$ cat src/rtl/game_ctrl_pkg.sv
// Shared definitions for the Pac-Man game controller: state encodings,
// playfield sizes and a pellet population counter.
package game_ctrl_pkg;

    localparam int NUM_BLOCKS = 44;
    localparam int NUM_FRUIT  = 3;
    localparam int SCORE_W    = $clog2(NUM_BLOCKS + 1);

    localparam logic [NUM_BLOCKS-1:0] ALL_BLOCKS = '1;
    localparam logic [NUM_FRUIT-1:0]  ALL_FRUIT  = '1;

    typedef enum logic [2:0] {
        IDLE      = 3'd0,
        PLAY      = 3'd1,
        POWER     = 3'd2,
        PAC_WIN   = 3'd3,
        GHOST_WIN = 3'd4
    } gameState_t;

    // Several pellets can vanish on the same edge, so the score step is a popcount.
    function automatic logic [SCORE_W-1:0] countOnes(input logic [NUM_BLOCKS-1:0] bits);
        logic [SCORE_W-1:0] total;
        total = '0;
        for (int i = 0; i < NUM_BLOCKS; i++) begin
            total = total + {{(SCORE_W-1){1'b0}}, bits[i]};
        end
        return total;
    endfunction

endpackage

$ cat src/rtl/fruit_respawn.sv
// One fruit's presence flag plus the countdown that brings it back after it
// has been eaten by either Pac-Man or a ghost.
module fruit_respawn
    import game_ctrl_pkg::*;
#(
    parameter int RESPAWN_TICKS = 600
) (
    input  logic clk,
    input  logic rst,
    input  logic tick,
    input  logic run,
    input  logic rearm,
    input  logic hit,
    output logic present
);

    localparam int RESPAWN_W = $clog2(RESPAWN_TICKS + 1);

    logic [RESPAWN_W-1:0] respawnCount;

    // The counter only runs during live play, so a finished round freezes it.
    always_ff @(posedge clk or negedge rst) begin
        if (!rst) begin
            present      <= 1'b1;
            respawnCount <= '0;
        end else if (rearm) begin
            present      <= 1'b1;
            respawnCount <= '0;
        end else if (run) begin
            if (present && hit) begin
                present      <= 1'b0;
                respawnCount <= RESPAWN_W'(RESPAWN_TICKS);
            end else if (tick && (respawnCount != '0)) begin
                respawnCount <= respawnCount - RESPAWN_W'(1);
                if (respawnCount == RESPAWN_W'(1)) begin
                    present <= 1'b1;
                end
            end
        end
    end

endmodule

$ cat src/rtl/game_ctrl.sv
// Round controller for the Pac-Man game: tracks pellets, fruit, score, the
// power-up timer and the win/lose state machine.
module game_ctrl
    import game_ctrl_pkg::*;
#(
    parameter int POWER_TICKS   = 300,
    parameter int RESPAWN_TICKS = 600
) (
    input  logic                  collClk,
    input  logic                  rst,
    input  logic                  start,
    input  logic                  tick,
    input  logic [NUM_BLOCKS-1:0] collision,
    input  logic [NUM_FRUIT-1:0]  fruitCollisionPacman,
    input  logic [NUM_FRUIT-1:0]  fruitCollisionGhost,
    input  logic                  PlayerCollision,
    output logic [NUM_BLOCKS-1:0] blockEn,
    output logic [NUM_FRUIT-1:0]  fruitEn,
    output logic [SCORE_W-1:0]    score,
    output logic                  power,
    output logic [2:0]            state,
    output logic                  pacWin,
    output logic                  ghostWin,
    output logic                  rstPos
);

    localparam int POWER_W = $clog2(POWER_TICKS + 1);

    gameState_t             currentState;
    gameState_t             nextState;
    logic [NUM_BLOCKS-1:0]  eaten;
    logic [NUM_BLOCKS-1:0]  blockEnNext;
    logic [SCORE_W-1:0]     scoreNext;
    logic [POWER_W-1:0]     powerTimer;
    logic [POWER_W-1:0]     powerTimerNext;
    logic                   running;
    logic                   rearm;
    logic                   pacFruitHit;
    logic                   allEaten;

    // Collisions only count while a round is live; IDLE and a restart from a
    // finished round both restore the full board.
    assign running     = (currentState == PLAY) || (currentState == POWER);
    assign rearm       = (currentState == IDLE) ||
                         (((currentState == PAC_WIN) || (currentState == GHOST_WIN)) && start);
    assign eaten       = running ? (collision & blockEn) : '0;
    assign pacFruitHit = running && (|(fruitCollisionPacman & fruitEn));
    assign allEaten    = ~|(blockEn & ~eaten);

    always_comb begin
        nextState = currentState;
        case (currentState)
            IDLE: begin
                if (start) nextState = PLAY;
            end
            PLAY: begin
                if (PlayerCollision)  nextState = GHOST_WIN;
                else if (allEaten)    nextState = PAC_WIN;
                else if (pacFruitHit) nextState = POWER;
            end
            POWER: begin
                if (PlayerCollision || allEaten) begin
                    nextState = PAC_WIN;
                end else if (!pacFruitHit && tick && (powerTimer == POWER_W'(1))) begin
                    nextState = PLAY;
                end
            end
            PAC_WIN, GHOST_WIN: begin
                if (start) nextState = IDLE;
            end
            default: nextState = IDLE;
        endcase
    end

    // A fresh fruit hit always wins over the countdown, so staying powered
    // up never expires on the same edge as a reload.
    always_comb begin
        blockEnNext    = blockEn;
        scoreNext      = score;
        powerTimerNext = powerTimer;
        if (rearm) begin
            blockEnNext    = ALL_BLOCKS;
            scoreNext      = '0;
            powerTimerNext = '0;
        end else if (running) begin
            blockEnNext = blockEn & ~eaten;
            scoreNext   = score + countOnes(eaten);
            if ((nextState == POWER) && pacFruitHit) begin
                powerTimerNext = POWER_W'(POWER_TICKS);
            end else if ((currentState == POWER) && tick && (powerTimer != '0)) begin
                powerTimerNext = powerTimer - POWER_W'(1);
            end
        end
    end

    always_ff @(posedge collClk or negedge rst) begin
        if (!rst) begin
            currentState <= IDLE;
            blockEn      <= ALL_BLOCKS;
            score        <= '0;
            powerTimer   <= '0;
            rstPos       <= 1'b0;
        end else begin
            currentState <= nextState;
            blockEn      <= blockEnNext;
            score        <= scoreNext;
            powerTimer   <= powerTimerNext;
            rstPos       <= (currentState == IDLE) && start;
        end
    end

    for (genvar j = 0; j < NUM_FRUIT; j++) begin : gFruit
        fruit_respawn #(
            .RESPAWN_TICKS(RESPAWN_TICKS)
        ) uFruit (
            .clk     (collClk),
            .rst     (rst),
            .tick    (tick),
            .run     (running),
            .rearm   (rearm),
            .hit     (fruitCollisionPacman[j] | fruitCollisionGhost[j]),
            .present (fruitEn[j])
        );
    end

    assign state    = currentState;
    assign power    = (currentState == POWER);
    assign pacWin   = (currentState == PAC_WIN);
    assign ghostWin = (currentState == GHOST_WIN);

endmodule

$ cat config.mk
export PLATFORM = sky130hd
export DESIGN_NAME = game_ctrl
export DESIGN_NICKNAME = d
export VERILOG_FILES = /design/src/rtl/game_ctrl_pkg.sv /design/src/rtl/fruit_respawn.sv /design/src/rtl/game_ctrl.sv
export SDC_FILE = /design/constraint.sdc
export NUM_CORES = 1
export LEC_CHECK = 0
export ABC_AREA = 1
export CAP_MARGIN = 25
export CORE_UTILIZATION = 59
export CTS_BUF_LIST = sky130_fd_sc_hd__clkbuf_4 sky130_fd_sc_hd__clkbuf_8
export CTS_CLUSTER_DIAMETER = 100
export DETAILED_ROUTE_END_ITERATION = 10
export MAX_ROUTING_LAYER = met4
export PLACE_DENSITY = 0.95
export SLEW_MARGIN = 20
export SYNTH_ARGS = -nofsm -noshare
export SYNTH_HDL_FRONTEND = slang
export SYNTH_SLANG_ARGS = --single-unit
$ cat constraint.sdc
create_clock -name collClk -period 12.2 [get_ports collClk]
set_clock_uncertainty 0.15 [all_clocks]
set_input_delay 2.44 -clock collClk [delete_from_list [all_inputs] [get_ports collClk]]
set_output_delay 2.44 -clock collClk [all_outputs]
set_load 0.1 [all_outputs]
==> After elaboration in Yosys (flattened, before gate mapping) <==
Cells that the tools add are included.
Widths: inputs -> output; s select.
{ "word_totals": {"ff_bits": 96, "input_bits": 55, "output_inout_bits": 60, "wordCells": 162} }
{ "classes": {"add_sub_neg": 48, "eq_ne": 9, "muxes": 44, "bitwise": 7, "n_reduce_logical": 43} }
{ "ops": {"columns": ["op", "count"], "rows": [
  ["$add 6x1->6", 38],
  ["$mux 44", 3],
  ["$mux 10", 12],
  ["$and 44x44->44", 2],
  ["$not 44->44", 1],
  ["$reduce_or 44->1", 1],
  ["$mux 9", 4],
  ["$eq 10x1->1 const B", 3],
  ["$reduce_bool 10->1", 3],
  ["$sub 10x1->10 const B", 3],
  ["$mux 3", 7],
  ["$reduce_bool 3->1", 7],
  ["$mux 1", 15],
  ["$logic_and 1x1->1", 14],
  ["$mux 6", 2],
  ["$pmux 3 s4", 1],
  ["$eq 3x2->1 const B", 3],
  ["$eq 9x1->1 const B", 1],
  ["$reduce_and 3->1", 3],
  ["$reduce_bool 9->1", 1],
  ["$sub 9x1->9 const B", 1],
  ["$reduce_and 2->1", 4],
  ["$add 5x1->6", 1],
  ["$add 6x6->6", 1],
  ["other kinds (14)", 20]
]} }

==> Logic depth before layout (Yosys ltp) <==
{ "logic_depth": {"ltp_word": 49, "ltp_mapped": 31, "mapped_depth_nobuf": 28} }

==> By module <==
From an unflattened synthesis, not the netlist that was laid out.
{ "unflattened": {"hier_cells": 906, "area_unflattened_um2": 6901.6} }
{ "modules_own_cells": {"columns": ["mod", "n_inst", "cells_each", "area_per_inst_um2", "seq_area_each_um2"], "rows": [
  ["game_ctrl", 1, 573, 4548.1, 1631.6],
  ["fruit_respawn", 3, 111, 784.5, 276.5]
]} }

==> Least setup slack after synthesis <==
No wires, ideal clock.
{ "synth_path": {"kind": "input to register", "from": "input collision[30]", "to": "register score[4]", "setup_ns": 0.135, "arrival_ns": 7.501, "required_ns": 11.915, "path_slack_ns": 4.414, "stages": 19, "n_path_buf": 0, "cell_sequence": "nand2_1 inv_1 nand2_1 inv_1 fa_1 inv_1 fa_1 fa_1 inv_1 fa_1 inv_1 fa_1 fa_1 fa_1 fa_1 fa_1 o21ai_0 xor2_1 o21ai_0"} }
{ "synth_via": {"elab_chain_cells": 19} }
{ "synth_rtl": {"columns": ["item", "line_no", "text"], "rows": [
  ["from (decl)", "game_ctrl.sv:13", "input logic [NUM_BLOCKS-1:0] collision,"],
  ["$and 44x44->44", "game_ctrl.sv:46", "assign eaten = running ? (collision & blockEn) : '0;"],
  ["$mux 44", "game_ctrl.sv:46", null],
  ["$add 6x1->6 (14 in a row)", "game_ctrl_pkg.sv:25", "total = total + {{(SCORE_W-1){1'b0}}, bits[i]};"],
  ["$add 6x6->6", "game_ctrl.sv:87", "scoreNext = score + countOnes(eaten);"],
  ["$mux 6", "game_ctrl.sv:85", "end else if (running) begin"],
  ["$mux 6", "game_ctrl.sv:81", "if (rearm) begin"],
  ["to (signal assigned)", "game_ctrl.sv:106", "score <= scoreNext;"],
  ["to (decl)", "game_ctrl.sv:19", "output logic [SCORE_W-1:0] score,"]
]} }
Every way passes these cells. The select of a mux whose other input is x is not followed.
A chain may end at the register's enable or synchronous reset.

==> Worst setup path after layout <==
{ "layout_path": {"from": "input collision[36]", "to": "register score[4]"} }
{ "layout_via": {"elab_chain_cells": 13} }
{ "layout_rtl": {"columns": ["item", "line_no"], "rows": [
  ["$and 44x44->44", "game_ctrl.sv:46"],
  ["$mux 44", "game_ctrl.sv:46"],
  ["$add 6x1->6 (8 in a row)", "game_ctrl_pkg.sv:25"],
  ["$add 6x6->6", "game_ctrl.sv:87"],
  ["$mux 6", "game_ctrl.sv:85"],
  ["$mux 6", "game_ctrl.sv:81"]
]} }
Every way passes these cells. The select of a mux whose other input is x is not followed.

==> metrics <==
Ys Warns 0; Slew HR a little under a third; clk_lat worst skew approximately 380 ps; Area growth syn-to-layout 22.3%; die width ~110 µm; crit path capture type flop; Synth Area per Inst between 7 and 8 µm²; reg2reg end score[4]; # rows 37; Worst-path clk slew 90 ps; CTS Sinks 96; Placer Congestion about 0.88; synthesized area around 0.0064 mm²; cells on worst reg2reg path 20; routed vias around 5,700; number of remaining DRC errors 0; Resized cells post-CTS 0; Die Ht 106 µm; die footprint around 0.011 mm²; synthesized flop and latch total 96; WL/cell ~15 µm; ant diodes 0; sequential fraction of the synthesis area between 30% and 40%; cell area after layout about 0.0079 mm²; antenna violations before repair 0; Worst R2R Start state[0]; nets around 1,000; max-capacitance violation count 0; first-pass GRT wire length 26.2 mm; hold buffer count at CTS 0; Max Slew Vio Count 0; GRT overflow 0; crit-path max FO 2; CTS Buf Count 9; share of layout cells above drive strength 1 between 10% and 20%; Max H-tree Level 3; CP max stage cell fa_1; Via density 5.38; Tmin final ~8000 ps; Core ar. 0.0105 mm²; GRT Resource Usage Total slightly above 30%; crit-path cells clkdlybuf4s50_1 > nand2_1 > nor2_1 > fa_1 > fa_1 > inv_1 > fa_1 > inv_1 > fa_1 > inv_1 > fa_1 > fa_1 > fa_1 > fa_1 > fa_1 > o21ai_0 > xor2_1 > o21ai_0; Gate Count Post-Synth between 800 and 900; HPWL Detailed about 12 mm; Crit path required time roughly 12,000 ps; largest net degree at the start of global routing 60; worst min-delay path category reg2reg; final setup violation count 0; Core Util, Final 75.2%; post-route setup TNS 0 ps; clock root buffer clkbuf_8; Achievable Freq 0.121 GHz; WS Path Type in2reg; Hold Slack between 300 and 400 ps; period utilisation layout around two thirds; worst slew pin tran about 1000 ps; Worst path most repeated cell fa_1; vias in the first global route 5,705; peak per-stage delay on the critical path between 500 and 600 ps; CP Capture Point score[4]; RSZ-0062 raised after global routing no; I/O Pins about 120; I/O Buffers 114; Max Root-Sink Buffers 2; Initial DRC Count 297; synth unique cells between 40 and 50; drt total wl about 16 mm; fill cell count 728; Initial DRT Pass Iterations 5; post-placement cell area ~0.0077 mm²; FF-to-FF setup slack 4740 ps; Hold Fails Final Rpt 0; crit path launch type primary input; Antenna Nets Post-Route 0; Worst Setup SP collision[36]; status finished clean; Syn Nets about 900; CTS tree yes; Starting Density 61.5%; WP data arrival 8330 ps; Post-CTS Setup Bufs 0
-- worst min-delay path by stage --
stage,start,slack [ps],endpoint,depth (start not counted)
after detailed placement,gFruit[0].uFruit.respawnCount[6],340,gFruit[0].uFruit.respawnCount[6],2
after floorplan,gFruit[0].uFruit.respawnCount[6],310,gFruit[0].uFruit.respawnCount[6],2
after global placement,blockEn[40],330,blockEn[40],2
after global routing,blockEn[30],380,blockEn[30],2
after CTS,blockEn[26],360,blockEn[26],2
final,blockEn[26],360,blockEn[26],2
-- cell type report --
type / count / area, µm² / share of cell area (%)
Tap cell: 136 / 170 / 2.16
Clock buffer: 10 / 131 / 1.67
Inverter: 132 / 498 / 6.33
Clock inverter: 6 / 85.1 / 1.08
Multi-Input combinational cell: 560 / 3370 / 42.8
Sequential cell: 96 / 2460 / 31.3
Timing Repair Buffer: 116 / 1150 / 14.7
-- registers in the layout, summed over array words and instances (netlist names) --
name	cells
powerTimer	9
rstPos	1
score	6
state	3
gFruit.uFruit.present	3
blockEn	44
gFruit.uFruit.respawnCount	30
-- metal layers --
metal | up-vias | global-route usage (%) | wire [µm]
li1 | 2712 | - | -
met1 | 2701 | 36.6 | 6400
met2 | 219 | 50.8 | 7880
met3 | 51 | 6.32 | 1080
met4 | 0 | 13.0 | 539
met5 | - | - | 0
-- cells in the final DEF, fill, tap and decap left out, types with 2 or more instances in the layout --
master and instances:
nor2_2 3, o21ai_0 39, o22ai_1 3, nor3_1 13, nand2_1 252, nor2_1 77, bufinv_16 2, clkbuf_8 9
nand4_1 7, a21oi_1 13, fa_1 37, dfrtp_1 49, nor3b_1 4, nand2_2 7, clkdlybuf4s50_1 113, nand3_1 22
xor2_1 10, ha_1 23, inv_1 123, buf_4 3, a2bb2oi_1 3, a211oi_1 3, dfstp_2 47, xnor2_1 9
o32ai_1 2, a31oi_1 8, inv_2 7, clkinv_1 2, nand3_2 7, nand2_4 2
-- cell families after synthesis --
group,share of synthesized area [%]
xor gates and xnor gates,2.59
buffers and inverters,9.51
AOI/OAI and AO/OA,7.10
adders and majority gates,16.0
DFF,38.2
and+or+nand+nor,26.6
-- critical path: cells and delay by family --
family                     cells  cell delay [ps]
adders and majority gates      9             4500
xor gates and xnor gates       1              170
AOI/OAI and AO/OA              2              320
buffers and inverters          4              670
and+or+nand+nor                2              240
-- synth_stat cells, drive strengths merged --
cell | number | share of area (%)
nand2 | 261 | 16
inv | 131 | 7.7
nor2 | 81 | 5.0
dfrtp | 49 | 19
dfstp | 47 | 19
o21ai | 40 | 3.2
fa | 37 | 12
nand3 | 30 | 3.1
ha | 23 | 4.5
a21oi | 15 | 1.2
nor3 | 14 | 1.2
xor2 | 10 | 1.4
buf | 9 | 1.2
clkbuf | 9 | 0.52
xnor2 | 9 | 1.2
a31oi | 8 | 0.78
nand4 | 7 | 0.68
nor3b | 4 | 0.47
a211oi | 3 | 0.35
a2bb2oi | 3 | 0.41
o22ai | 3 | 0.29
o32ai | 2 | 0.27
or2 | 2 | 0.19
a311oi | 1 | 0.14
and2 | 1 | 0.097
clkinv | 1 | 0.058
nand3b | 1 | 0.12
nor4 | 1 | 0.097
o211ai | 1 | 0.12
o21a | 1 | 0.12
o21bai | 1 | 0.12
o31ai | 1 | 0.12
-- metrics by stage --
step	std cells	setup WS (ps)
global placement	1040	3780
CTS	1056	3960
detailed placement	1040	3620
global route	1056	3730
floorplan	806	4410
finish	1056	3960
Power is left out: the tool's default activity adds up to more than one toggle a clock period on the data nets, which glitch-free logic cannot reach.
